==> src/rtl/joypad_pkg.sv <==
// joypad_pkg
// Shared types and constants for the joypad I2C poller: FSM state encoding,
// bit-frame quarter indices, frame lengths, and the SCL/SDA decode for a
// given (state, quarter) position.
//
// Optional build macro: JOYPAD_DEBOUNCE_EN is consumed by joypad_poller; this
// package does not depend on it.
package joypad_pkg;

    typedef enum logic [2:0] {
        ST_IDLE,
        ST_START,
        ST_ADDR,
        ST_AACK,
        ST_DATA,
        ST_MACK,
        ST_STOP
    } joypad_state_e;

    // Quarter positions inside one 4-quarter bit frame.
    localparam logic [1:0] Q0 = 2'd0;
    localparam logic [1:0] Q1 = 2'd1;
    localparam logic [1:0] Q2 = 2'd2;
    localparam logic [1:0] Q3 = 2'd3;

    localparam int unsigned START_QUARTERS = 2;
    localparam int unsigned STOP_QUARTERS  = 3;
    localparam int unsigned FRAME_BITS     = 8;
    localparam logic [2:0]  BIT_MSB        = 3'(FRAME_BITS - 1);

    localparam logic I2C_RD = 1'b1;

    // Returns {scl, sda} drive levels (1 = released) for a bus position.
    // SCL is low for q0/q1 and high for q2/q3 of every bit frame; the
    // transmitted bit only matters while sending the address byte.
    function automatic logic [1:0] frame_lines(joypad_state_e st, logic [1:0] q, logic tx_bit);
        logic [1:0] lines;
        lines = 2'b11;
        case (st)
            ST_START: lines = 2'b10;
            ST_ADDR:  lines = {q >= Q2, tx_bit};
            ST_AACK,
            ST_DATA,
            ST_MACK:  lines = {q >= Q2, 1'b1};
            ST_STOP: begin
                if (q == Q0) begin
                    lines = 2'b00;
                end else if (q == Q1) begin
                    lines = 2'b10;
                end else begin
                    lines = 2'b11;
                end
            end
            default:  lines = 2'b11;
        endcase
        return lines;
    endfunction

endpackage

==> src/rtl/joypad_poller_if.sv <==
// joypad_poller_if
// Open-drain joypad I2C bus as seen from the poller.
//   joypad_scl_out : SCL drive, 0 pulls low, 1 releases
//   joypad_sda_out : SDA drive, 0 pulls low, 1 releases
//   joypad_sda_in  : resolved SDA pin level (asynchronous to clk)
// master: the poller; slave: the pad/expander side (or a bench model).
interface joypad_poller_if;
    logic joypad_scl_out;
    logic joypad_sda_out;
    logic joypad_sda_in;

    modport master (
        output joypad_scl_out,
        output joypad_sda_out,
        input  joypad_sda_in
    );

    modport slave (
        input  joypad_scl_out,
        input  joypad_sda_out,
        output joypad_sda_in
    );
endinterface

==> src/rtl/quarter_tick.sv <==
// quarter_tick
// Divider producing a one-cycle tick every QUARTER clocks while not cleared.
//   clk, rst_n : system clock, async active-low reset
//   clear      : holds the count at 0 and suppresses the tick
//   tick       : high on the last cycle of each quarter period
module quarter_tick #(
    parameter int unsigned QUARTER = 5
) (
    input  logic clk,
    input  logic rst_n,
    input  logic clear,
    output logic tick
);

    localparam int unsigned    CW   = (QUARTER > 1) ? $clog2(QUARTER) : 1;
    localparam logic [CW-1:0]  LAST = CW'(QUARTER - 1);

    logic [CW-1:0] cnt;

    assign tick = ~clear & (cnt == LAST);

    always_ff @(posedge clk or negedge rst_n) begin
        if (!rst_n) begin
            cnt <= '0;
        end else if (clear || (cnt == LAST)) begin
            cnt <= '0;
        end else begin
            cnt <= cnt + 1'b1;
        end
    end

endmodule

==> src/rtl/joypad_poller.sv <==
// joypad_poller
// Periodically reads one byte from the joypad I2C expander
// (START, addr+R, ACK, data, NACK, STOP) and presents the pressed mask.
//   clk, rst_n : system clock, async active-low reset
//   enable     : polling allowed (looked at only when idle)
//   bus        : open-drain SCL/SDA drives and resolved SDA input
//   buttons    : pressed mask (inverse of the active-low expander byte)
//   valid      : one-cycle pulse per successful read
//   nack_err   : last transaction saw an address NACK
//   busy       : a transaction is in progress
// Build macro JOYPAD_DEBOUNCE_EN: buttons only update when two consecutive
// successful reads return the same byte.
//
// state    | meaning
// ---------+-------------------------------------------------------
// ST_IDLE  | lines released, waiting for an enabled poll tick
// ST_START | 2 quarters SCL high / SDA low (start condition)
// ST_ADDR  | 8 bit frames shifting out {ADDR, R}
// ST_AACK  | 1 bit frame, SDA released, slave ACK sampled
// ST_DATA  | 8 bit frames, SDA released, data sampled MSB first
// ST_MACK  | 1 bit frame, SDA released (master NACK)
// ST_STOP  | 3 quarters: 00, 10, 11 on {SCL, SDA}
module joypad_poller
    import joypad_pkg::*;
#(
    parameter int unsigned QUARTER     = 5,
    parameter int unsigned POLL_CYCLES = 33333,
    parameter logic [6:0]  ADDR        = 7'h20
) (
    input  logic               clk,
    input  logic               rst_n,
    input  logic               enable,
    joypad_poller_if.master    bus,
    output logic [7:0]         buttons,
    output logic               valid,
    output logic               nack_err,
    output logic               busy
);

    localparam int unsigned PW        = $clog2(POLL_CYCLES);
    localparam logic [7:0]  ADDR_BYTE = {ADDR, I2C_RD};

    joypad_state_e state, state_nxt;
    logic [1:0]    q_idx, q_nxt;
    logic [2:0]    bit_idx, bit_nxt;

    logic [PW-1:0] poll_cnt;
    logic          poll_tick;
    logic          q_tick;
    logic          q_clear;

    logic          sda_meta, sda_sync;
    logic          sample_ack, sample_bit, finish;
    logic          nack_seen;
    logic [7:0]    rx_byte;
    logic          scl_q, sda_q;
    logic [1:0]    lines_nxt;

`ifdef JOYPAD_DEBOUNCE_EN
    logic [7:0]    cand_byte;
`endif

    // Poll timer: free-running, wrap cycle is the tick.
    assign poll_tick = (poll_cnt == PW'(POLL_CYCLES - 1));

    always_ff @(posedge clk or negedge rst_n) begin
        if (!rst_n) begin
            poll_cnt <= '0;
        end else if (poll_tick) begin
            poll_cnt <= '0;
        end else begin
            poll_cnt <= poll_cnt + 1'b1;
        end
    end

    // SDA pin is asynchronous; released level is 1.
    always_ff @(posedge clk or negedge rst_n) begin
        if (!rst_n) begin
            sda_meta <= 1'b1;
            sda_sync <= 1'b1;
        end else begin
            sda_meta <= bus.joypad_sda_in;
            sda_sync <= sda_meta;
        end
    end

    assign q_clear = (state == ST_IDLE);

    quarter_tick #(
        .QUARTER (QUARTER)
    ) u_quarter_tick (
        .clk   (clk),
        .rst_n (rst_n),
        .clear (q_clear),
        .tick  (q_tick)
    );

    always_ff @(posedge clk or negedge rst_n) begin
        if (!rst_n) begin
            state   <= ST_IDLE;
            q_idx   <= Q0;
            bit_idx <= '0;
        end else begin
            state   <= state_nxt;
            q_idx   <= q_nxt;
            bit_idx <= bit_nxt;
        end
    end

    always_comb begin
        state_nxt  = state;
        q_nxt      = q_idx;
        bit_nxt    = bit_idx;
        sample_ack = 1'b0;
        sample_bit = 1'b0;
        finish     = 1'b0;

        case (state)
            ST_IDLE: begin
                if (poll_tick && enable) begin
                    state_nxt = ST_START;
                    q_nxt     = Q0;
                    bit_nxt   = BIT_MSB;
                end
            end

            ST_START: begin
                if (q_tick) begin
                    if (q_idx == 2'(START_QUARTERS - 1)) begin
                        state_nxt = ST_ADDR;
                        q_nxt     = Q0;
                        bit_nxt   = BIT_MSB;
                    end else begin
                        q_nxt = q_idx + 2'd1;
                    end
                end
            end

            ST_ADDR, ST_AACK, ST_DATA, ST_MACK: begin
                if (q_tick) begin
                    q_nxt = q_idx + 2'd1;
                    // Sample at the end of q2: SCL has been high a full
                    // quarter, which covers the synchronizer latency.
                    if (q_idx == Q2) begin
                        sample_ack = (state == ST_AACK);
                        sample_bit = (state == ST_DATA);
                    end
                    if (q_idx == Q3) begin
                        q_nxt = Q0;
                        case (state)
                            ST_ADDR: begin
                                if (bit_idx == 3'd0) begin
                                    state_nxt = ST_AACK;
                                end else begin
                                    bit_nxt = bit_idx - 3'd1;
                                end
                            end
                            ST_AACK: begin
                                state_nxt = nack_seen ? ST_STOP : ST_DATA;
                                bit_nxt   = BIT_MSB;
                            end
                            ST_DATA: begin
                                if (bit_idx == 3'd0) begin
                                    state_nxt = ST_MACK;
                                end else begin
                                    bit_nxt = bit_idx - 3'd1;
                                end
                            end
                            default: begin
                                state_nxt = ST_STOP;
                            end
                        endcase
                    end
                end
            end

            ST_STOP: begin
                if (q_tick) begin
                    if (q_idx == 2'(STOP_QUARTERS - 1)) begin
                        state_nxt = ST_IDLE;
                        q_nxt     = Q0;
                        finish    = 1'b1;
                    end else begin
                        q_nxt = q_idx + 2'd1;
                    end
                end
            end

            default: begin
                state_nxt = ST_IDLE;
                q_nxt     = Q0;
            end
        endcase
    end

    // Line drives are registered from the next-state decode so they are
    // glitch-free and change exactly at the start of each quarter.
    assign lines_nxt = frame_lines(state_nxt, q_nxt, ADDR_BYTE[bit_nxt]);

    always_ff @(posedge clk or negedge rst_n) begin
        if (!rst_n) begin
            scl_q <= 1'b1;
            sda_q <= 1'b1;
        end else begin
            scl_q <= lines_nxt[1];
            sda_q <= lines_nxt[0];
        end
    end

    assign bus.joypad_scl_out = scl_q;
    assign bus.joypad_sda_out = sda_q;
    assign busy               = (state != ST_IDLE);

    always_ff @(posedge clk or negedge rst_n) begin
        if (!rst_n) begin
            nack_seen <= 1'b0;
            rx_byte   <= '0;
            buttons   <= '0;
            valid     <= 1'b0;
            nack_err  <= 1'b0;
`ifdef JOYPAD_DEBOUNCE_EN
            cand_byte <= 8'hFF;
`endif
        end else begin
            valid <= 1'b0;
            if (sample_ack) begin
                nack_seen <= sda_sync;
            end
            if (sample_bit) begin
                rx_byte <= {rx_byte[6:0], sda_sync};
            end
            if (finish) begin
                if (nack_seen) begin
                    nack_err <= 1'b1;
                end else begin
                    valid    <= 1'b1;
                    nack_err <= 1'b0;
`ifdef JOYPAD_DEBOUNCE_EN
                    if (rx_byte == cand_byte) begin
                        buttons <= ~rx_byte;
                    end
                    cand_byte <= rx_byte;
`else
                    buttons <= ~rx_byte;
`endif
                end
            end
        end
    end

endmodule

==> src/flat_wrapper.sv <==
// flat-port wrapper written by rule: the top's interface ports become plain ports
module joypad_poller_flat import joypad_pkg::*;
#(
    parameter int unsigned QUARTER     = 5,
    parameter int unsigned POLL_CYCLES = 33333,
    parameter logic [6:0]  ADDR        = 7'h20
)
  (clk, rst_n, enable, buttons, valid, nack_err, busy, bus_joypad_scl_out, bus_joypad_sda_out, bus_joypad_sda_in);
  joypad_poller_if bus_i ();
  input  logic clk;
  input  logic rst_n;
  input  logic enable;
  output logic [7:0] buttons;
  output logic valid;
  output logic nack_err;
  output logic busy;
  output wire logic [$bits(bus_i.joypad_scl_out)-1:0] bus_joypad_scl_out;
  output wire logic [$bits(bus_i.joypad_sda_out)-1:0] bus_joypad_sda_out;
  input wire logic [$bits(bus_i.joypad_sda_in)-1:0] bus_joypad_sda_in;
  assign bus_joypad_scl_out = bus_i.joypad_scl_out;
  assign bus_joypad_sda_out = bus_i.joypad_sda_out;
  assign bus_i.joypad_sda_in = bus_joypad_sda_in;
  joypad_poller #(.QUARTER(QUARTER), .POLL_CYCLES(POLL_CYCLES), .ADDR(ADDR)) u_core (.clk(clk), .rst_n(rst_n), .enable(enable), .bus(bus_i), .buttons(buttons), .valid(valid), .nack_err(nack_err), .busy(busy));
endmodule
==> config.mk <==
export PLATFORM = sky130hd
export DESIGN_NAME = joypad_poller_flat
export DESIGN_NICKNAME = d
export VERILOG_FILES = /design/src/rtl/joypad_pkg.sv /design/src/rtl/joypad_poller_if.sv /design/src/rtl/quarter_tick.sv /design/src/rtl/joypad_poller.sv /design/src/flat_wrapper.sv
export SDC_FILE = /design/constraint.sdc
export NUM_CORES = 1
export LEC_CHECK = 0
export CAP_MARGIN = 40
export CORE_MARGIN = 2
export CORE_UTILIZATION = 31
export CTS_CLUSTER_SIZE = 8
export DETAILED_ROUTE_END_ITERATION = 10
export SLEW_MARGIN = 30
export SYNTH_ARGS = -nofsm -noshare
export SYNTH_HDL_FRONTEND = slang
export SYNTH_SLANG_ARGS = --single-unit
export TNS_END_PERCENT = 5
==> constraint.sdc <==
create_clock -name clk -period 2.8 [get_ports clk]
set_input_delay 0.42 -clock clk [delete_from_list [all_inputs] [get_ports clk]]
set_output_delay 0.42 -clock clk [all_outputs]
set_load 0.05 [all_outputs]
==> results_dict.tcl, run 1 <==
set metrics [dict create \
    rsz0062_at_grt "no" \
    routed_wl_mm 4.739 \
    cts_sinks 50 \
    syn_to_final_growth_pct 14.45 \
    max_slew_margin_pct 58.80 \
    yosys_warnings 0 \
    fin_ws_ns 0.5312 \
    dieArea_sq_um 8921 \
    fin_skew_ns 0.006163 \
    clock_path_buffers 2 \
    final_cell_mix "dfrtp_1, nand2_1, o21ai_0" \
    netlist_instances 252 \
    ir_drop_mv 0.2488 \
    cts_buffers 5 \
    clkTransAtPathRegs_ns 0.08 \
    syn_area_per_cell_sq_um 10.06 \
    gp_congestion 0.8306 \
    fp.dieW_um 94.45 \
    cap_violations 0 \
    synth_area_sq_um 2536 \
    post_cts_resize_count 0 \
    drt-pass1-iter-count 4 \
    fmax_mhz 440.8 \
    port-buffer-count 16 \
    dpl.hpwl_mm 3.504 \
    arrival_ns 1.85 \
    period_minus_slack_ns 2.269 \
    core_area_sq_um 7807 \
    hold_viol_final 0 \
    cts_tree "built" \
    clk_latency_ns 0.29 \
    antenna_left 0 \
    root_buffer "clkbuf_8" \
    drv_slew 0 \
    synth_top_flop_cell "dfrtp_1" \
    synthArstFlopShare_pct 100.0 \
    p_per_area_nw_per_um2 391.4 \
    critical_path_class "register to primary output" \
    seq_area_frac_synth_pct 49.53 \
    ys_seq_elements 50 \
    critPathLaunchType "register" \
    vias 1802 \
    cp.required_ns 2.38 \
    whs_ns 0.1339 \
    status "finished, final reports clean" \
    grt_pass1_vias 1802 \
    postCtsHoldBufs 0 \
    antenna_found_initial 0 \
    leakage_nw 1.309 \
    mostFrequentLayoutCell "dfrtp_1" \
    slowest_delay_ns 0.74 \
    end_kind "primary output" \
    crit_chain "nor3_1 > inv_1 > clkdlybuf4s50_1" \
    start_util_pct 32.48 \
    design.portCount 17 \
    nets 287 \
    ys_types 48 \
    max_slew.worst_pin.slew_ns 0.6179 \
    fin_setup_tns_ns 0 \
    num_rows 32 \
    grt_overflow 0 \
    post-cts-setup-buffers 0 \
    cp_max_fo 5 \
    critPathSlowestCell "clkdlybuf4s50_1" \
    grt_util_all_layers_pct 11.55 \
    crit_family "buffers and inverters" \
    place_ws_ns 0.6161 \
    htreeDepth 2 \
    grt_max_degree 28 \
    synth_nets 268 \
    die_y_um 94.45 \
    synth_edf_count 0 \
    power.total_mw 1.136 \
    drc 0 \
    avgRoutedWirePerCell_um 12.67 \
    vias_per_cell 4.818 \
    diodes 0 \
    drive_gt1_share_pct 12.50 \
    grt_pass1_wl_mm 8.266 \
    finalCritPeriodShare_pct 81.03 \
    drt_iter0_markers 114 \
    setup_violations 0 \
    path_buf_inv 2 \
    hold_class "input pin to asynchronous set/reset pin" \
]
## cell families (layout without fill, tap and decap cells)
family	after synthesis	after routing	synth area share, %
buf+inv	22	42	3.256
fa+ha+maj	12	12	5.920
mux	10	10	4.440
compound gates	47	47	11.94
simple gates	94	94	19.04
flops	50	50	49.53
xor+xnor	17	17	5.871
## registers in the layout, indices dropped and copies added (netlist names)
name and cells:
u_core.q_idx 2, u_core.state 3, u_core.nack_seen 1, u_core.poll_cnt 16, u_core.rx_byte 8, u_core.nack_err 1
u_core.sda_sync 1, u_core.u_quarter_tick.cnt 3, u_core.sda_meta 1, u_core.valid 1, u_core.bit_idx 3, u_core.bus.joypad_sda_out 1
u_core.bus.joypad_scl_out 1, u_core.buttons 8
## cell type report
type,count,area [sq um]
fill,816,4905
sequential,50,1256
multi-input combinational,180,1197
timing repair buffer,21,192.7
tap,102,127.6
clock buffer,8,80.08
inverter,13,48.80
## through the flow
stage	cell area [sq um]	util, %	cells
after floorplan	2536	-	252
after global placement	2823	36.15	366
after detailed placement	2823	36.15	366
after CTS	2903	37.18	374
after global routing	2903	37.18	374
final	2903	37.18	374
## synthesized netlist by cell type, drive strengths merged, types with 2 or more instances
| master | instances | area share (%) |
|---|---|---|
| dfrtp | 46 | 45 |
| nand2 | 34 | 5.0 |
| o21ai | 21 | 4.1 |
| nor2 | 17 | 2.5 |
| inv | 13 | 1.9 |
| ha | 12 | 5.9 |
| mux2 | 10 | 4.4 |
| xnor2 | 9 | 3.1 |
| nand3 | 8 | 1.6 |
| xor2 | 8 | 2.8 |
| and3 | 7 | 1.8 |
| clkbuf | 7 | 1.0 |
| a21oi | 4 | 0.79 |
| dfstp | 4 | 4.1 |
| nand2b | 4 | 0.99 |
| nand4 | 4 | 0.99 |
| nor2b | 4 | 0.99 |
| nor3b | 4 | 1.2 |
| a31o | 3 | 1.0 |
| a31oi | 3 | 0.74 |
| a21o | 2 | 0.64 |
| a221o | 2 | 0.79 |
| a22oi | 2 | 0.59 |
| buf | 2 | 0.30 |
| nor3 | 2 | 0.84 |
| o22ai | 2 | 0.49 |
| or2 | 2 | 0.49 |
## layer usage
layer	GRT usage, %	vias up	wire length, um
met4	4.348	0	49
met5	0	-	0
met3	1.995	5	93
met1	16.29	883	2326
met2	17.80	15	2269
li1	-	899	-
## report_power, final
group          internal [mW]  switching [mW]
sequential             0.724        0.000497
clock                  0.178           0.215
combinational        0.00475          0.0144
total                  0.907           0.229
## worst paths after layout
| check | start | end | slack (ns) | depth (start not counted) |
|---|---|---|---|---|
| hold / removal | rst_n | u_core.poll_cnt[5]$_DFF_PN0_ | 0.13 | 1 |
| min in group clk | u_core.sda_meta$_DFF_PN1_ | u_core.sda_sync$_DFF_PN1_ | 0.36 | 0 |
| max in group asynchronous | rst_n | u_core.sda_sync$_DFF_PN1_ | 1.96 | 2 |
| hold reg to reg | u_core.sda_meta$_DFF_PN1_ | u_core.sda_sync$_DFF_PN1_ | 0.36 | 0 |
| setup reg to reg | u_core.poll_cnt[6]$_DFF_PN0_ | u_core.bus.joypad_scl_out$_DFF_PN1_ | 0.61 | 6 |
| setup / recovery | u_core.state[1]$_DFF_PN0_ | busy | 0.53 | 3 |
Note: power is estimated with default switching activity, not from simulation.
==> run 2: changes to the inputs <==
clock period = 2.31 ns   (was 2.8 ns; I/O delays follow)
==> run 2 against run 1 <==
Register-to-register slack got worse by 0.51 ns. Clock skew increased by 0.0059 ns. Total power increased by 27%. Highest routed layer unchanged.
==> results_dict.tcl, run 2 (same netlist as run 1, synthesis figures left out) <==
set metrics [dict create \
    clkTransAtPathRegs_ns 0.10 \
    power.total_mw 1.439 \
    htreeDepth 2 \
    largest_reg_flops 16 \
    fin_skew_ns 0.01202 \
    status "finished, final reports clean" \
    grt_pass1_vias 1835 \
    port-buffer-count 16 \
    antenna_found_initial 0 \
    die_y_um 94.45 \
    routed_wl_mm 4.853 \
    max_slew.worst_pin.slew_ns 0.5053 \
    design.portCount 17 \
    hold_viol_final 0 \
    ir_drop_mv 0.4431 \
    vias_per_cell 4.751 \
    cap_violations 0 \
    rsz0062_at_grt "no" \
    critPathLaunchType "register" \
    drv_slew 0 \
    final_cell_mix "dfrtp_1, nand2_1, o21ai_0" \
    top_regs "u_core.poll_cnt (16), u_core.buttons (8), u_core.rx_byte (8)" \
    setup_violations 0 \
    syn_to_final_growth_pct 16.92 \
    finalCritPeriodShare_pct 95.68 \
    cts_buffers 5 \
    core_area_sq_um 7807 \
    avgRoutedWirePerCell_um 12.84 \
    fillers 782 \
    fin_cells 378 \
    cts_sinks 50 \
    cp_max_fo 5 \
    dpl.hpwl_mm 3.579 \
    diodes 0 \
    leakage_nw 1.348 \
    post-cts-setup-buffers 0 \
    fp.dieW_um 94.45 \
    nets 291 \
    grt_overflow 0 \
    fin_setup_tns_ns 0 \
    antenna_left 0 \
    grt_util_all_layers_pct 12.06 \
    cts_tree "built" \
    start_util_pct 32.48 \
    clock_path_buffers 2 \
    whs_ns 0.3608 \
    clk_latency_ns 0.30 \
    mostFrequentLayoutCell "dfrtp_1" \
    grt_max_degree 28 \
    root_buffer "clkbuf_8" \
    dieArea_sq_um 8921 \
    dp.cells 369 \
    drt-pass1-iter-count 4 \
    grt_pass1_wl_mm 8.631 \
    gp_congestion 0.8492 \
    drt_iter0_markers 115 \
    p_per_area_nw_per_um2 485.4 \
    end_kind "register" \
    drive_gt1_share_pct 14.86 \
    fmax_mhz 452.5 \
    drc 0 \
    vias 1796 \
    post_cts_resize_count 0 \
    critical_path_class "register to register" \
    num_rows 32 \
    arrival_ns 2.46 \
    period_minus_slack_ns 2.210 \
    regMostFlops "u_core.poll_cnt" \
    max_slew_margin_pct 66.21 \
    cp.required_ns 2.56 \
    hold_class "register to register" \
]
run 2: cell types whose count changed in the layout (fill, tap and decap cells not counted):
| cell | previous run | this run |
|---|---|---|
| buf_12 | 0 | 1 |
| buf_4 | 5 | 8 |
| clkinv_4 | 0 | 2 |
| dlygate4sd3_1 | 0 | 1 |
| clkdlybuf4s50_1 | 15 | 14 |
| clkbuf_8 | 5 | 6 |
| clkbuf_1 | 3 | 0 |
run 2: what timing repair did:
action                     4_1_cts  5_1_grt
hold endpoints to repair        15        0
hold buffers                     1        0
setup endpoints to repair        0        0
run 2: metal layers:
layer | vias up | global-route usage [%] | routed length, um
met1 | 847 | 16.08 | 2370
met5 | - | 0 | 0
met2 | 26 | 20.06 | 2277
met3 | 9 | 1.676 | 118
met4 | 0 | 4.348 | 85
li1 | 914 | - | -
run 2: stage by stage:
stage,setup slack (ns),utilization (%),area [sq um]
floorplan,0.2211,-,2536
global placement,0.1610,36.31,2835
detailed placement,0.08614,36.57,2855
CTS,0.09346,37.98,2965
global route,0.03709,37.98,2965
finish,0.09990,37.98,2965
run 2: area by class of cell:
class	count	area, sq um	area share, %
inverters	13	48.80	1.646
clock buffers	6	82.58	2.785
repair buffers	25	235.2	7.933
multi-input cells	180	1197	40.38
flip-flops and latches	50	1256	42.36
clock inverters	2	17.52	0.5907
well taps	102	127.6	4.304
run 2: worst max-delay path, stage by stage (launching register included):
cell and delay (ns):
dfrtp_1 0.43, or4b_1 0.52, or4_4 0.53, nor3_4 0.24, o21ai_0 0.10, o221a_2 0.14
a31o_1 0.21
run 2: where the power goes:
group          switching, mW  internal [mW]
clock                  0.286          0.247
combinational         0.0179         0.0102
sequential          0.000718          0.878
run 2: final timing paths:
| path | start | to | slack [ns] | cells after the start |
|---|---|---|---|---|
| min in group asynchronous | rst_n | u_core.poll_cnt[2]$_DFF_PN0_ | 0.50 | 2 |
| min | u_core.sda_meta$_DFF_PN1_ | u_core.sda_sync$_DFF_PN1_ | 0.36 | 0 |
| max in group asynchronous | rst_n | u_core.valid$_DFF_PN0_ | 1.20 | 4 |
| max reg2reg | u_core.poll_cnt[6]$_DFF_PN0_ | u_core.bus.joypad_scl_out$_DFF_PN1_ | 0.1 | 6 |
| min reg2reg | u_core.sda_meta$_DFF_PN1_ | u_core.sda_sync$_DFF_PN1_ | 0.36 | 0 |
| max | u_core.poll_cnt[6]$_DFF_PN0_ | u_core.bus.joypad_scl_out$_DFF_PN1_ | 0.1 | 6 |
